$ cat src/rtl/keypad_pkg.sv
`default_nettype none
// ============================================================================
// Module   : keypad_pkg
// Brief    : Shared types, key map and defaults for the 4x4 keypad scanner.
// Revision : 1.0 - initial release
// ============================================================================
package keypad_pkg;

    localparam int c_SCAN_DIV_DEFAULT  = 50000;
    localparam int c_DEB_SCANS_DEFAULT = 16;

    typedef enum logic [1:0] {
        ST_SCAN     = 2'd0,
        ST_DEBOUNCE = 2'd1,
        ST_HELD     = 2'd2,
        ST_RELEASE  = 2'd3
    } state_t;

    // Entry {row_idx, col_idx} occupies bits [4*entry +: 4].
    localparam logic [63:0] c_KEY_MAP = {
        4'hD, 4'hF, 4'h0, 4'hE,
        4'hC, 4'h9, 4'h8, 4'h7,
        4'hB, 4'h6, 4'h5, 4'h4,
        4'hA, 4'h3, 4'h2, 4'h1
    };

    function automatic logic [3:0] key_lookup(input logic [1:0] row_idx,
                                              input logic [1:0] col_idx);
        int entry;
        entry = int'({row_idx, col_idx});
        return c_KEY_MAP[4*entry +: 4];
    endfunction

    // Lowest-index active-low column wins when several are pressed together.
    function automatic logic [1:0] lowest_low(input logic [3:0] col);
        logic [1:0] idx;
        idx = 2'd0;
        for (int i = 3; i >= 0; i--) begin
            if (!col[i]) begin
                idx = 2'(i);
            end
        end
        return idx;
    endfunction

endpackage
`default_nettype wire

$ cat src/rtl/keypad_scanner_if.sv
`default_nettype none
// ============================================================================
// Module   : keypad_scanner_if
// Brief    : Keypad matrix pins and decoded key outputs of the scanner.
// Revision : 1.0 - initial release
// ============================================================================
interface keypad_scanner_if;

    logic [3:0] col;
    logic [3:0] row;
    logic [3:0] key_out;
    logic       pressed;
    logic       key_valid;

    // master: keypad hardware / register side, slave: the scanner itself
    modport master (
        output col,
        input  row,
        input  key_out,
        input  pressed,
        input  key_valid
    );

    modport slave (
        input  col,
        output row,
        output key_out,
        output pressed,
        output key_valid
    );

endinterface
`default_nettype wire

$ cat src/rtl/keypad_sync.sv
`default_nettype none
// ============================================================================
// Module   : keypad_sync
// Brief    : Two-stage synchronizer, resets to all-ones (idle pulled-up bus).
// Revision : 1.0 - initial release
// ============================================================================
module keypad_sync #(
    parameter int WIDTH = 4
) (
    input  wire               clk,
    input  wire               rst,
    input  wire  [WIDTH-1:0]  i_d,
    output logic [WIDTH-1:0]  o_q
);

    logic [WIDTH-1:0] r_meta;
    logic [WIDTH-1:0] r_sync;

    always_ff @(posedge clk or negedge rst) begin
        if (!rst) begin
            r_meta <= '1;
            r_sync <= '1;
        end else begin
            r_meta <= i_d;
            r_sync <= r_meta;
        end
    end

    assign o_q = r_sync;

endmodule
`default_nettype wire

$ cat src/rtl/keypad_scanner.sv
`default_nettype none
// ============================================================================
// Module   : keypad_scanner
// Brief    : 4x4 matrix keypad scanner with tick-based press/release debounce.
// Revision : 1.0 - initial release
// ============================================================================
module keypad_scanner
    import keypad_pkg::*;
#(
    parameter int SCAN_DIV  = c_SCAN_DIV_DEFAULT,
    parameter int DEB_SCANS = c_DEB_SCANS_DEFAULT
) (
    input wire               clk,
    input wire               rst,
    keypad_scanner_if.slave  kp
);

    localparam int c_DIV_W = (SCAN_DIV > 1) ? $clog2(SCAN_DIV) : 1;
    localparam int c_CNT_W = $clog2(DEB_SCANS + 1);
    localparam logic [c_DIV_W-1:0] c_DIV_LAST = c_DIV_W'(SCAN_DIV - 1);
    localparam logic [c_CNT_W-1:0] c_DEB_MAX  = c_CNT_W'(DEB_SCANS);

    logic [3:0]          w_col_sync;
    logic                w_tick;
    logic                w_col_low;
    logic [c_CNT_W-1:0]  w_cnt_inc;

    logic [c_DIV_W-1:0]  r_div;
    state_t              r_state,    w_state;
    logic [1:0]          r_row_idx,  w_row_idx;
    logic [1:0]          r_col_idx,  w_col_idx;
    logic [c_CNT_W-1:0]  r_cnt,      w_cnt;
    logic [3:0]          r_key,      w_key;
    logic                r_pressed,  w_pressed;
    logic                r_valid,    w_valid;

    keypad_sync #(
        .WIDTH (4)
    ) u_sync (
        .clk (clk),
        .rst (rst),
        .i_d (kp.col),
        .o_q (w_col_sync)
    );

    // Free-running scan divider
    always_ff @(posedge clk or negedge rst) begin
        if (!rst) begin
            r_div <= '0;
        end else if (r_div == c_DIV_LAST) begin
            r_div <= '0;
        end else begin
            r_div <= r_div + 1'b1;
        end
    end

    assign w_tick    = (r_div == c_DIV_LAST);
    assign w_col_low = ~w_col_sync[r_col_idx];
    assign w_cnt_inc = (r_cnt == c_DEB_MAX) ? r_cnt : r_cnt + 1'b1;

    always_ff @(posedge clk or negedge rst) begin
        if (!rst) begin
            r_state   <= ST_SCAN;
            r_row_idx <= 2'd0;
            r_col_idx <= 2'd0;
            r_cnt     <= '0;
            r_key     <= 4'h0;
            r_pressed <= 1'b0;
            r_valid   <= 1'b0;
        end else begin
            r_state   <= w_state;
            r_row_idx <= w_row_idx;
            r_col_idx <= w_col_idx;
            r_cnt     <= w_cnt;
            r_key     <= w_key;
            r_pressed <= w_pressed;
            r_valid   <= w_valid;
        end
    end

    always_comb begin
        w_state   = r_state;
        w_row_idx = r_row_idx;
        w_col_idx = r_col_idx;
        w_cnt     = r_cnt;
        w_key     = r_key;
        w_pressed = r_pressed;
        w_valid   = 1'b0;

        if (w_tick) begin
            case (r_state)
                ST_SCAN: begin
                    if (w_col_sync == 4'b1111) begin
                        w_row_idx = r_row_idx + 2'd1;
                    end else begin
                        w_col_idx = lowest_low(w_col_sync);
                        w_cnt     = '0;
                        w_state   = ST_DEBOUNCE;
                    end
                end
                ST_DEBOUNCE: begin
                    if (w_col_low) begin
                        w_cnt = w_cnt_inc;
                        if (w_cnt_inc == c_DEB_MAX) begin
                            w_state   = ST_HELD;
                            w_key     = key_lookup(r_row_idx, r_col_idx);
                            w_pressed = 1'b1;
                            w_valid   = 1'b1;
                        end
                    end else begin
                        // Bounce: resume rotation from the frozen row
                        w_cnt   = '0;
                        w_state = ST_SCAN;
                    end
                end
                ST_HELD: begin
                    if (!w_col_low) begin
                        w_cnt   = '0;
                        w_state = ST_RELEASE;
                    end
                end
                ST_RELEASE: begin
                    if (!w_col_low) begin
                        w_cnt = w_cnt_inc;
                        if (w_cnt_inc == c_DEB_MAX) begin
                            w_cnt     = '0;
                            w_pressed = 1'b0;
                            w_state   = ST_SCAN;
                        end
                    end else begin
                        w_cnt   = '0;
                        w_state = ST_HELD;
                    end
                end
                default: begin
                    w_state = ST_SCAN;
                end
            endcase
        end
    end

    assign kp.row       = ~(4'b0001 << r_row_idx);
    assign kp.key_out   = r_key;
    assign kp.pressed   = r_pressed;
    assign kp.key_valid = r_valid;

endmodule
`default_nettype wire

$ cat src/flat_wrapper.sv
// flat-port wrapper written by rule: the top's interface ports become plain ports
module keypad_scanner_flat import keypad_pkg::*;
#(
    parameter int SCAN_DIV  = c_SCAN_DIV_DEFAULT,
    parameter int DEB_SCANS = c_DEB_SCANS_DEFAULT
)
  (clk, rst, kp_col, kp_row, kp_key_out, kp_pressed, kp_key_valid);
  keypad_scanner_if kp_i ();
  input wire clk;
  input wire rst;
  input wire logic [$bits(kp_i.col)-1:0] kp_col;
  output wire logic [$bits(kp_i.row)-1:0] kp_row;
  output wire logic [$bits(kp_i.key_out)-1:0] kp_key_out;
  output wire logic [$bits(kp_i.pressed)-1:0] kp_pressed;
  output wire logic [$bits(kp_i.key_valid)-1:0] kp_key_valid;
  assign kp_i.col = kp_col;
  assign kp_row = kp_i.row;
  assign kp_key_out = kp_i.key_out;
  assign kp_pressed = kp_i.pressed;
  assign kp_key_valid = kp_i.key_valid;
  keypad_scanner #(.SCAN_DIV(SCAN_DIV), .DEB_SCANS(DEB_SCANS)) u_core (.clk(clk), .rst(rst), .kp(kp_i));
endmodule
$ cat config.mk
export PLATFORM = sky130hd
export DESIGN_NAME = keypad_scanner_flat
export DESIGN_NICKNAME = d
export VERILOG_FILES = /design/src/rtl/keypad_pkg.sv /design/src/rtl/keypad_scanner_if.sv /design/src/rtl/keypad_sync.sv /design/src/rtl/keypad_scanner.sv /design/src/flat_wrapper.sv
export SDC_FILE = /design/constraint.sdc
export NUM_CORES = 1
export LEC_CHECK = 0
export BUFFER_PORTS_ARGS = -buffer_cell sky130_fd_sc_hd__buf_4
export CORE_ASPECT_RATIO = 1.2
export CORE_UTILIZATION = 50
export CTS_CLUSTER_DIAMETER = 100
export DETAILED_ROUTE_END_ITERATION = 12
export GPL_ROUTABILITY_DRIVEN = 0
export PLACE_DENSITY = 0.72
export SLEW_MARGIN = 40
export SYNTH_ARGS = -nofsm -noshare
export SYNTH_HDL_FRONTEND = slang
export SYNTH_HIERARCHICAL = 1
export SYNTH_SLANG_ARGS = --single-unit
$ cat constraint.sdc
create_clock -name clk -period 4.95 [get_ports clk]
set_input_delay 0.99 -clock clk [delete_from_list [all_inputs] [get_ports clk]]
set_output_delay 0.99 -clock clk [all_outputs]
set_load 0.05 [all_outputs]
Word level (Yosys, flattened, before mapping)
Index checks and enable logic that the tools add are counted. W data, S select, Z words.

Multiply operators: 0. Shifts and indexed selects: 2. Divide/modulo/power cells: 0. Equality and inequality tests: 15. Bitwise gates (word level): 3. $add $sub $neg: 3. Reductions and logical operators: 8. Magnitude comparators: 1. Multiplexer cells: 30.

Operators with widths (count): $shiftx A64 B7 Y4 const A (1); $mux W5 (6); $mux W2 (10); $pmux W5 S4 (1); $add A16 B1 Y16 const B (1); $eq A16 B16 Y1 const B (1); $mux W16 (1); $eq A5 B5 Y1 const B (2); $mux W1 (9); $reduce_and A3 Y1 (3); $ne A2 B1 Y1 const B (4); $pmux W2 S4 (1); $reduce_and A6 Y1 (1); $add A5 B1 Y5 const B (1); $reduce_and A5 Y1 (1); $eq A2 B2 Y1 const B (2); $eq A4 B4 Y1 const B (1); $ne A2 B2 Y1 const B (2); $not A4 Y4 (1); $reduce_and A4 Y1 (1); $shl A1 B2 Y4 const A (1); $lt A2 B3 Y1 const B (1); $ne A3 B1 Y1 const B (1); $ne A3 B2 Y1 const B (1); 7 further kinds (8).

Memories kept: 0. Output and inout port bits: 10. Input port bits: 6. Bits in read-only memories: 0. Latch bits: 0. Register bits after elaboration: 41. Memory bits (writable): 0.

Longest topological paths before layout
Gate-level depths: netlist (run 1).

Word-level depth: 7. Depth in mapped cells: 8. Depth with buffers taken out: 7.

Hierarchy
Netlist (run 1), hierarchy kept.

Modules (own cells, without submodules): keypad_scanner (seq. area each 825.8 um^2, area an instance 1939.4 um^2, times used 1, cells each 188); keypad_sync (seq. area each 210.2 um^2, area an instance 210.2 um^2, times used 1, cells each 8).

Worst setup path before layout (run 1)
Ideal clock, no wire load.

Kind: reg2out. Start point: register u_core.r_row_idx[1]. End point: output port kp_row[0]. Arrival time: 1172 ps. Buffers on the path: 1. Slack: 2788 ps. Stages on the path, launching flop included: 5. Path through: dfrtp_1 > clkbuf_1 > inv_1 > ha_1 > inv_1.

Cells in the longest elaborated chain, start to end: 2.

Ends and longest elaborated chain: from (decl) (line keypad_scanner.sv:30) `logic [1:0] r_row_idx, w_row_idx;`; from (signal assigned) (line keypad_scanner.sv:72) `r_row_idx <= w_row_idx;`; $shl A1 B2 Y4 (line keypad_scanner.sv:142) `assign kp.row = ~(4'b0001 << r_row_idx);`; $not A4 Y4 (line keypad_scanner.sv:142); to (decl) (line flat_wrapper.sv:12) `output wire logic [$bits(kp_i.row)-1:0] kp_row;`.

No other way between the ends.

Worst setup path in the final report (run 1)
Start point: register u_core.r_div[4]. End point: register u_core.r_key[0], in the netlist u_core/kp.key_out[0].

Cells in the longest elaborated chain, start to end: 2.

Ends and longest elaborated chain: from (decl) (line keypad_scanner.sv:28) `logic [c_DIV_W-1:0] r_div;`; from (signal assigned) (line keypad_scanner.sv:53) `r_div <= r_div + 1'b1;`; $eq A16 B16 Y1 (line keypad_scanner.sv:57) `assign w_tick = (r_div == c_DIV_LAST);`; $reduce_and A4 Y1 (no source line); to (signal assigned) (line keypad_scanner.sv:75) `r_key <= w_key;`; to (decl) (line keypad_scanner.sv:33) `logic [3:0] r_key, w_key;`.

No other way between the ends. A chain may end at the register's enable or synchronous reset.

==> out/metrics.cfg, run 1 <==
[outcome]
status = finished clean

[setup_path]
crit_path_max_fanout = 21
endpoint_kind = register
required_ps = 5120
cp.arrival_ps = 2790
cp-start-kind = register
reg2reg_depth = 5
rrSetupSlack_ps = 2330
worst_r2r_endpoint = u_core/kp.key_out[0]
setup.worst_path.class = register to register
timing.rr.start = u_core/r_div[4]

[routing]
drc = 0
dr.pass1.iters = 4
wl_per_cell_um = 13.72
post_drt_via_cell_ratio = 5.345
vias = 1427
dr.first_iter.drc_count = 42
ant_nets = 0
routed_wl_um = 3663

[synthesis]
syn_inst = 196
synth.top_cell.area_share_pct = 38.42
synth-compound-area-share_pct = 8.731
synth_top_family_by_area = simple AND/OR/NAND/NOR gates
synthAdderAreaFrac_pct = 7.567
synth_ff_type = dfrtp_1
synth_common_cells = 33 x dfrtp_1, 16 x nor2_1, 15 x inv_1, 14 x nand3_1, 13 x ha_1
synth_nets = 215
synth-seq-area-share_pct = 48.20
syn_area_per_cell_um2 = 10.97
synthMuxAreaShare_pct = 6.752
synth-edff-count = 0
synth.most_common_cell = dfrtp_1
synthSimpleGateAreaFrac_pct = 16.94
synth-seq-cells = 41
synth_top_area_cell = dfrtp_1
ys_types = 43
synth_xor_area_share_pct = 7.683
synth-async-reset-ratio_pct = 100.0
synth_area_mm2 = 0.002150
synth.area.top_cells = dfrtp_1 38%, dfstp_2 9.8%, ha_1 7.6%
yosysWarnings = 6

[min_path]
hp-class = register to register
worstHoldStart = u_core/u_sync/r_meta[2]
worstHoldPathCells = 0
min_to = u_core/u_sync/o_q[2]

[floorplan]
rows = 25
die_y_um = 73.83
core_mm2 = 0.004035
dieArea_mm2 = 0.004566
io_pins = 16
die_w_um = 61.86
start_util_pct = 53.27

[sta]
fin_tns_setup_ps = 0
relSlewSlack_pct = 53.46
fin_skew_ps = 7.548
period_share_pct = 52.97
fmaxAchievable_mhz = 381.4
rsz0062_at_grt = no
drv_slew = 0
report.final.hold_viol_count = 0
worstMarginPinSlew_ps = 698.0
setup_violations = 0
layout_min_cycle_time_ps = 2622
holdWs_ps = 358.8

[global_routing]
antenna_found_initial = 0
grt_overflow = 0
grt_max_degree = 42
grt_pass1_vias = 1384
gr-usage-all-layers_pct = 18.91
grt_pass1_wl_um = 6134

[place]
port-buffer-count = 15
dp_hpwl_um = 2724
dp.cells = 259

[clocking]
ctsRootBufferMaster = clkbuf_8
tritoncts = done
cts.htree.levels = 2
clock_path_buffers = 2
clock_latency_ps = 290
numCtsBuffers = 5
hold_buffers = 0
path_clk_slew_ps = 80
ctsResizeCount = 0
cts_sinks = 41
post_cts_buffers = 0

[cells_and_area]
diodes = 0
syn_to_final_growth_pct = 11.58
layout.nets = 231
n_fill_cell = 335
final_cells = 267
drive_above_1_share_pct = 22.07

[power_and_ir_drop]
p_total_uw = 587.4
power_leakage_nw = 1.126
peakVddDrop_uv = 174.8
powerDensity_mw_per_mm2 = 244.9

[flow_run]
maxCapViolations = 0

## report_power, final
part           internal (mW)  switching (mW)
registers              0.341         0.00191
logic                0.00420         0.00824
clock network          0.126           0.106
## routing by layer
layer | part of all wire (%) | routed length, um | GRT usage [%] | up-vias
met5 | 0 | 0 | 0 | -
met4 | 1.7 | 63 | 8.642 | 0
met3 | 3.4 | 126 | 4.225 | 5
met2 | 52 | 1896 | 32.14 | 24
met1 | 43 | 1575 | 22.22 | 689
li1 | - | - | - | 709
## critical path: stages (launching register included)
cell and delay (ps):
dfrtp_1 460, nor4bb_1 320, and4_1 700, nor3b_2 290, and4_1 390, mux2_4 330
## per-stage QoR
step | utilization [%] | setup WS [ps] | cell area [um2]
floorplan | - | 2788 | 2150
global placement | 56.93 | 2455 | 2297
detailed placement | 56.93 | 2367 | 2297
CTS | 59.44 | 2360 | 2399
global route | 59.44 | 2158 | 2399
finish | 59.44 | 2328 | 2399
## cells by family (layout without fill, tap and decap cells)
family / count (synthesis) / count (layout)
compound gates: 28 / 28
buf+inv: 21 / 38
flops: 41 / 41
mux: 11 / 11
simple gates: 64 / 64
fa+ha+maj: 13 / 13
xor+xnor: 18 / 18
## sequential cells by signal (all words and copies together) (netlist names), named ones only
register and flops:
u_core/kp.key_out 4, u_core/kp.key_valid 1, u_core/kp.pressed 1, u_core/r_cnt 5, u_core/r_col_idx 2, u_core/r_div 16, u_core/r_row_idx 2, u_core/r_state 1
u_core/u_sync/o_q 4, u_core/u_sync/r_meta 4
## layout by cell type (no fill, tap or decap), types with 2 or more instances in the layout
| cell type | n |
|---|---|
| clkbuf_8 | 7 |
| nand3_1 | 14 |
| mux2i_1 | 4 |
| ha_1 | 13 |
| a21oi_2 | 3 |
| o21ai_0 | 5 |
| xnor2_1 | 5 |
| and4_1 | 2 |
| dfrtp_1 | 33 |
| inv_1 | 15 |
| nor3b_2 | 3 |
| nor2_1 | 16 |
| o2bb2ai_1 | 2 |
| nand4_1 | 5 |
| dfstp_2 | 8 |
| buf_4 | 15 |
| a31oi_1 | 3 |
| a21o_1 | 2 |
| xor2_1 | 12 |
| and3_1 | 5 |
| mux2_4 | 4 |
| nand2_1 | 9 |
| a21oi_1 | 6 |
| nor4bb_1 | 2 |
| nor3_1 | 3 |
## final cells by class
class / instances / area, um2 / share of cell area (%)
repair buffers: 15 / 112.6 / 4.695
clock inverters: 1 / 5.005 / 0.2087
clock buffers: 7 / 96.34 / 4.017
inverters: 15 / 56.30 / 2.347
flip-flops and latches: 41 / 1036 / 43.19
multi-input cells: 134 / 1025 / 42.72
well taps: 54 / 67.56 / 2.817
## worst max path at each step
stage,slack [ps],startpoint,endpoint
2_1_floorplan,2790,u_core/r_row_idx[1],kp_row[0]
3_3_place_gp,2450,u_core/r_div[0],u_core/kp.key_out[0]
3_5_place_dp,2370,u_core/r_div[0],u_core/kp.key_out[0]
4_1_cts,2360,u_core/r_div[0],u_core/kp.key_out[0]
5_1_grt,2160,u_core/r_div[4],u_core/kp.key_out[0]
6_report,2330,u_core/r_div[4],u_core/kp.key_out[0]
Note: power is estimated with default switching activity, not from simulation.
==> run 2, diff against run 1 <==
--- a/config.mk
+++ b/config.mk
@@ -5,6 +5,7 @@
 export SDC_FILE = /design/constraint.sdc
 export NUM_CORES = 1
 export LEC_CHECK = 0
+export ABC_AREA = 1
 export BUFFER_PORTS_ARGS = -buffer_cell sky130_fd_sc_hd__buf_4
 export CORE_ASPECT_RATIO = 1.2
 export CORE_UTILIZATION = 50
==> constraint.sdc (replaced) <==
create_clock -name clk -period 2.5 [get_ports clk]
set_input_delay 0.5 -clock clk [delete_from_list [all_inputs] [get_ports clk]]
set_output_delay 0.5 -clock clk [all_outputs]
set_load 0.05 [all_outputs]
==> run 2 against run 1 <==
Register-to-register slack worse by 1600 ps. Combinational power grew 84%. Critical path depth shrank 1. Worst hold slack got worse by 200 ps. Largest power group unchanged.
==> out/metrics.cfg, run 2 <==
[cells_and_area]
drive_above_1_share_pct = 22.87
layout_commonest_cell = nand2_1
layout.nets = 311
multi_input_area_mm2 = 0.001134
largest-register = u_core/r_div
syn_to_final_growth_pct = 11.81
n_fill_cell = 403
register_area_mm2 = 0.001036
diodes = 0
largest_reg_flops = 16
reg_top3 = u_core/r_div (16), u_core/r_cnt (5)
mostFrequentLayoutCells = 48 x nand2_1, 37 x inv_1, 33 x dfrtp_1
fin_util_pct = 60.05

[sta]
period_share_pct = 76.72
fin_tns_setup_ps = 0
relSlewSlack_pct = 66.49
rsz0062_at_grt = no
fin_skew_ps = 8.688
report.final.hold_viol_count = 0
fmaxAchievable_mhz = 521.4
setup_violations = 0
worstMarginPinSlew_ps = 502.7
layout_min_cycle_time_ps = 1918
drv_slew = 0

[synthesis]
synth-seq-area-share_pct = 44.25
yosysWarnings = 6
synth.most_common_cell = nand2_1
synth_nets = 289
synth-async-reset-ratio_pct = 100.0
syn_inst = 270
synth-edff-count = 0
syn_area_per_cell_um2 = 8.670
synth_ff_type = dfrtp_1
synth-seq-cells = 41
synth.area.top_cells = dfrtp_1 35%, dfstp_2 9.0%, nand2_1 7.7%
synth_common_cells = 48 x nand2_1, 37 x inv_1, 33 x dfrtp_1, 22 x nor2_1, 16 x o21ai_0
synth.top_cell.area_share_pct = 35.28
synth_area_mm2 = 0.002341
synth_top_area_cell = dfrtp_1
ys_types = 30

[floorplan]
core_mm2 = 0.004359
io_pins = 16
die_y_um = 76.96
rows = 26
die_w_um = 64.47
dieArea_mm2 = 0.004961
start_util_pct = 53.70

[power_and_ir_drop]
powerDensity_mw_per_mm2 = 443.3
power_leakage_nw = 1.279
peakVddDrop_uv = 365.9

[clocking]
cts.htree.levels = 2
numCtsBuffers = 5
clock_path_buffers = 2
ctsRootBufferMaster = clkbuf_8
hold_buffers = 0
tritoncts = done
ctsResizeCount = 0
clock_latency_ps = 300
post_cts_buffers = 0
cts_sinks = 41
path_clk_slew_ps = 90

[setup_path]
cp-start-kind = register
path_cells = inv_1, ha_1, inv_1, buf_4
required_ps = 2000
critical-path-slowest-cell = dfrtp_1
reg2reg_depth = 12
cpPeakStageDelay_ps = 490
cp.arrival_ps = 1420
endpoint_kind = primary output
crit_path_max_fanout = 9
critPathMostFrequentCell = inv_1
setup.worst_path.class = register to primary output

[global_routing]
grt_max_degree = 42
grt_pass1_wl_um = 6844
gr-usage-all-layers_pct = 17.50
grt_overflow = 0
antenna_found_initial = 0
grt_pass1_vias = 1615

[outcome]
status = finished clean

[routing]
highest_layer = met4
dr.pass1.iters = 4
ant_nets = 0
m1WireLength_um = 1790
vias = 1730
wl_per_cell_um = 11.37
wl_met3_um = 116
post_drt_via_cell_ratio = 4.957
routed_wl_um = 3968
drc = 0
wl_met2_um = 1996
dr.first_iter.drc_count = 70

[flow_run]
maxCapViolations = 0

[place]
port-buffer-count = 15
dp_hpwl_um = 2835

[min_path]
hp-class = primary input to async pin

run 2: changes by cell type in the layout (fill, tap and decap cells not counted), moves of 5 or more:
| cell | delta |
|---|---|
| o21ai_0 | +11 |
| nand2_1 | +39 |
| a21oi_1 | +5 |
| inv_2 | +5 |
| nor2_4 | +5 |
| and3_1 | -5 |
| nor2_1 | +6 |
| xor2_1 | -6 |
| nand2_2 | +9 |
| inv_1 | +22 |
run 2: final timing paths:
| path | startpoint | endpoint | slack, ps |
|---|---|---|---|
| max reg2reg | u_core/r_cnt[0] | u_core/kp.pressed | 770 |
| max | u_core/r_row_idx[0] | kp_row[0] | 580 |
| min reg2reg | u_core/u_sync/r_meta[2] | u_core/u_sync/o_q[2] | 360 |
| min | rst | u_core/r_div[5] | 160 |
| min in group clk | kp_col[2] | u_core/u_sync/r_meta[2] | 300 |
| max in group asynchronous | rst | u_core/u_sync/o_q[0] | 1970 |
run 2: stage by stage:
step                setup slack, ps  power [mW]  hold WS (ps)  instance area [um2]  std cells
global route                  471.0       1.205         207.0                 2618        349
finish                        582.0       1.160         156.8                 2618        349
detailed placement            796.2      0.7156         347.2                 2524        341
CTS                           565.7       1.182         178.2                 2618        349
global placement              856.1      0.7149         345.8                 2524        341
floorplan                     930.8      0.6951         204.4                 2341        270
run 2: power breakdown:
group | switching (mW) | internal [mW] | leakage, nW
Clock | 0.255 | 0.203 | 0.0452
Sequential | 0.00405 | 0.675 | 0.531
Combinational | 0.0158 | 0.00699 | 0.703
run 2: cell type report:
type	instances	area share, %
multi-input cells	184	43.31
flip-flops and latches	41	39.58
inverters	45	6.549
repair buffers	15	4.302
well taps	56	2.677
clock buffers	5	2.629
clock inverters	3	0.9560
run 2: worst max-delay path, delay by kind of cell (launching register included):
| kind | cells | cell delay [ps] |
|---|---|---|
| adders and majority gates | 1 | 230 |
| buffers and inverters | 3 | 390 |
| DFF | 1 | 490 |
run 2: logic make-up (layout without fill, tap and decap cells):
logic type      after synthesis  after routing  share of synthesized area (%)
compound gates               34             34                          7.590
xor+xnor                      7              7                          2.619
flops                        41             41                          44.25
fa+ha+maj                    13             13                          6.948
buf+inv                      45             68                          7.322
simple gates                130            130                          31.27
run 2: per-layer routing:
metal  vias up  track usage [%]
met5         -                0
met4         0            6.667
met3         6            2.679
met2        22            29.89
met1       796            21.89
li1        906                -
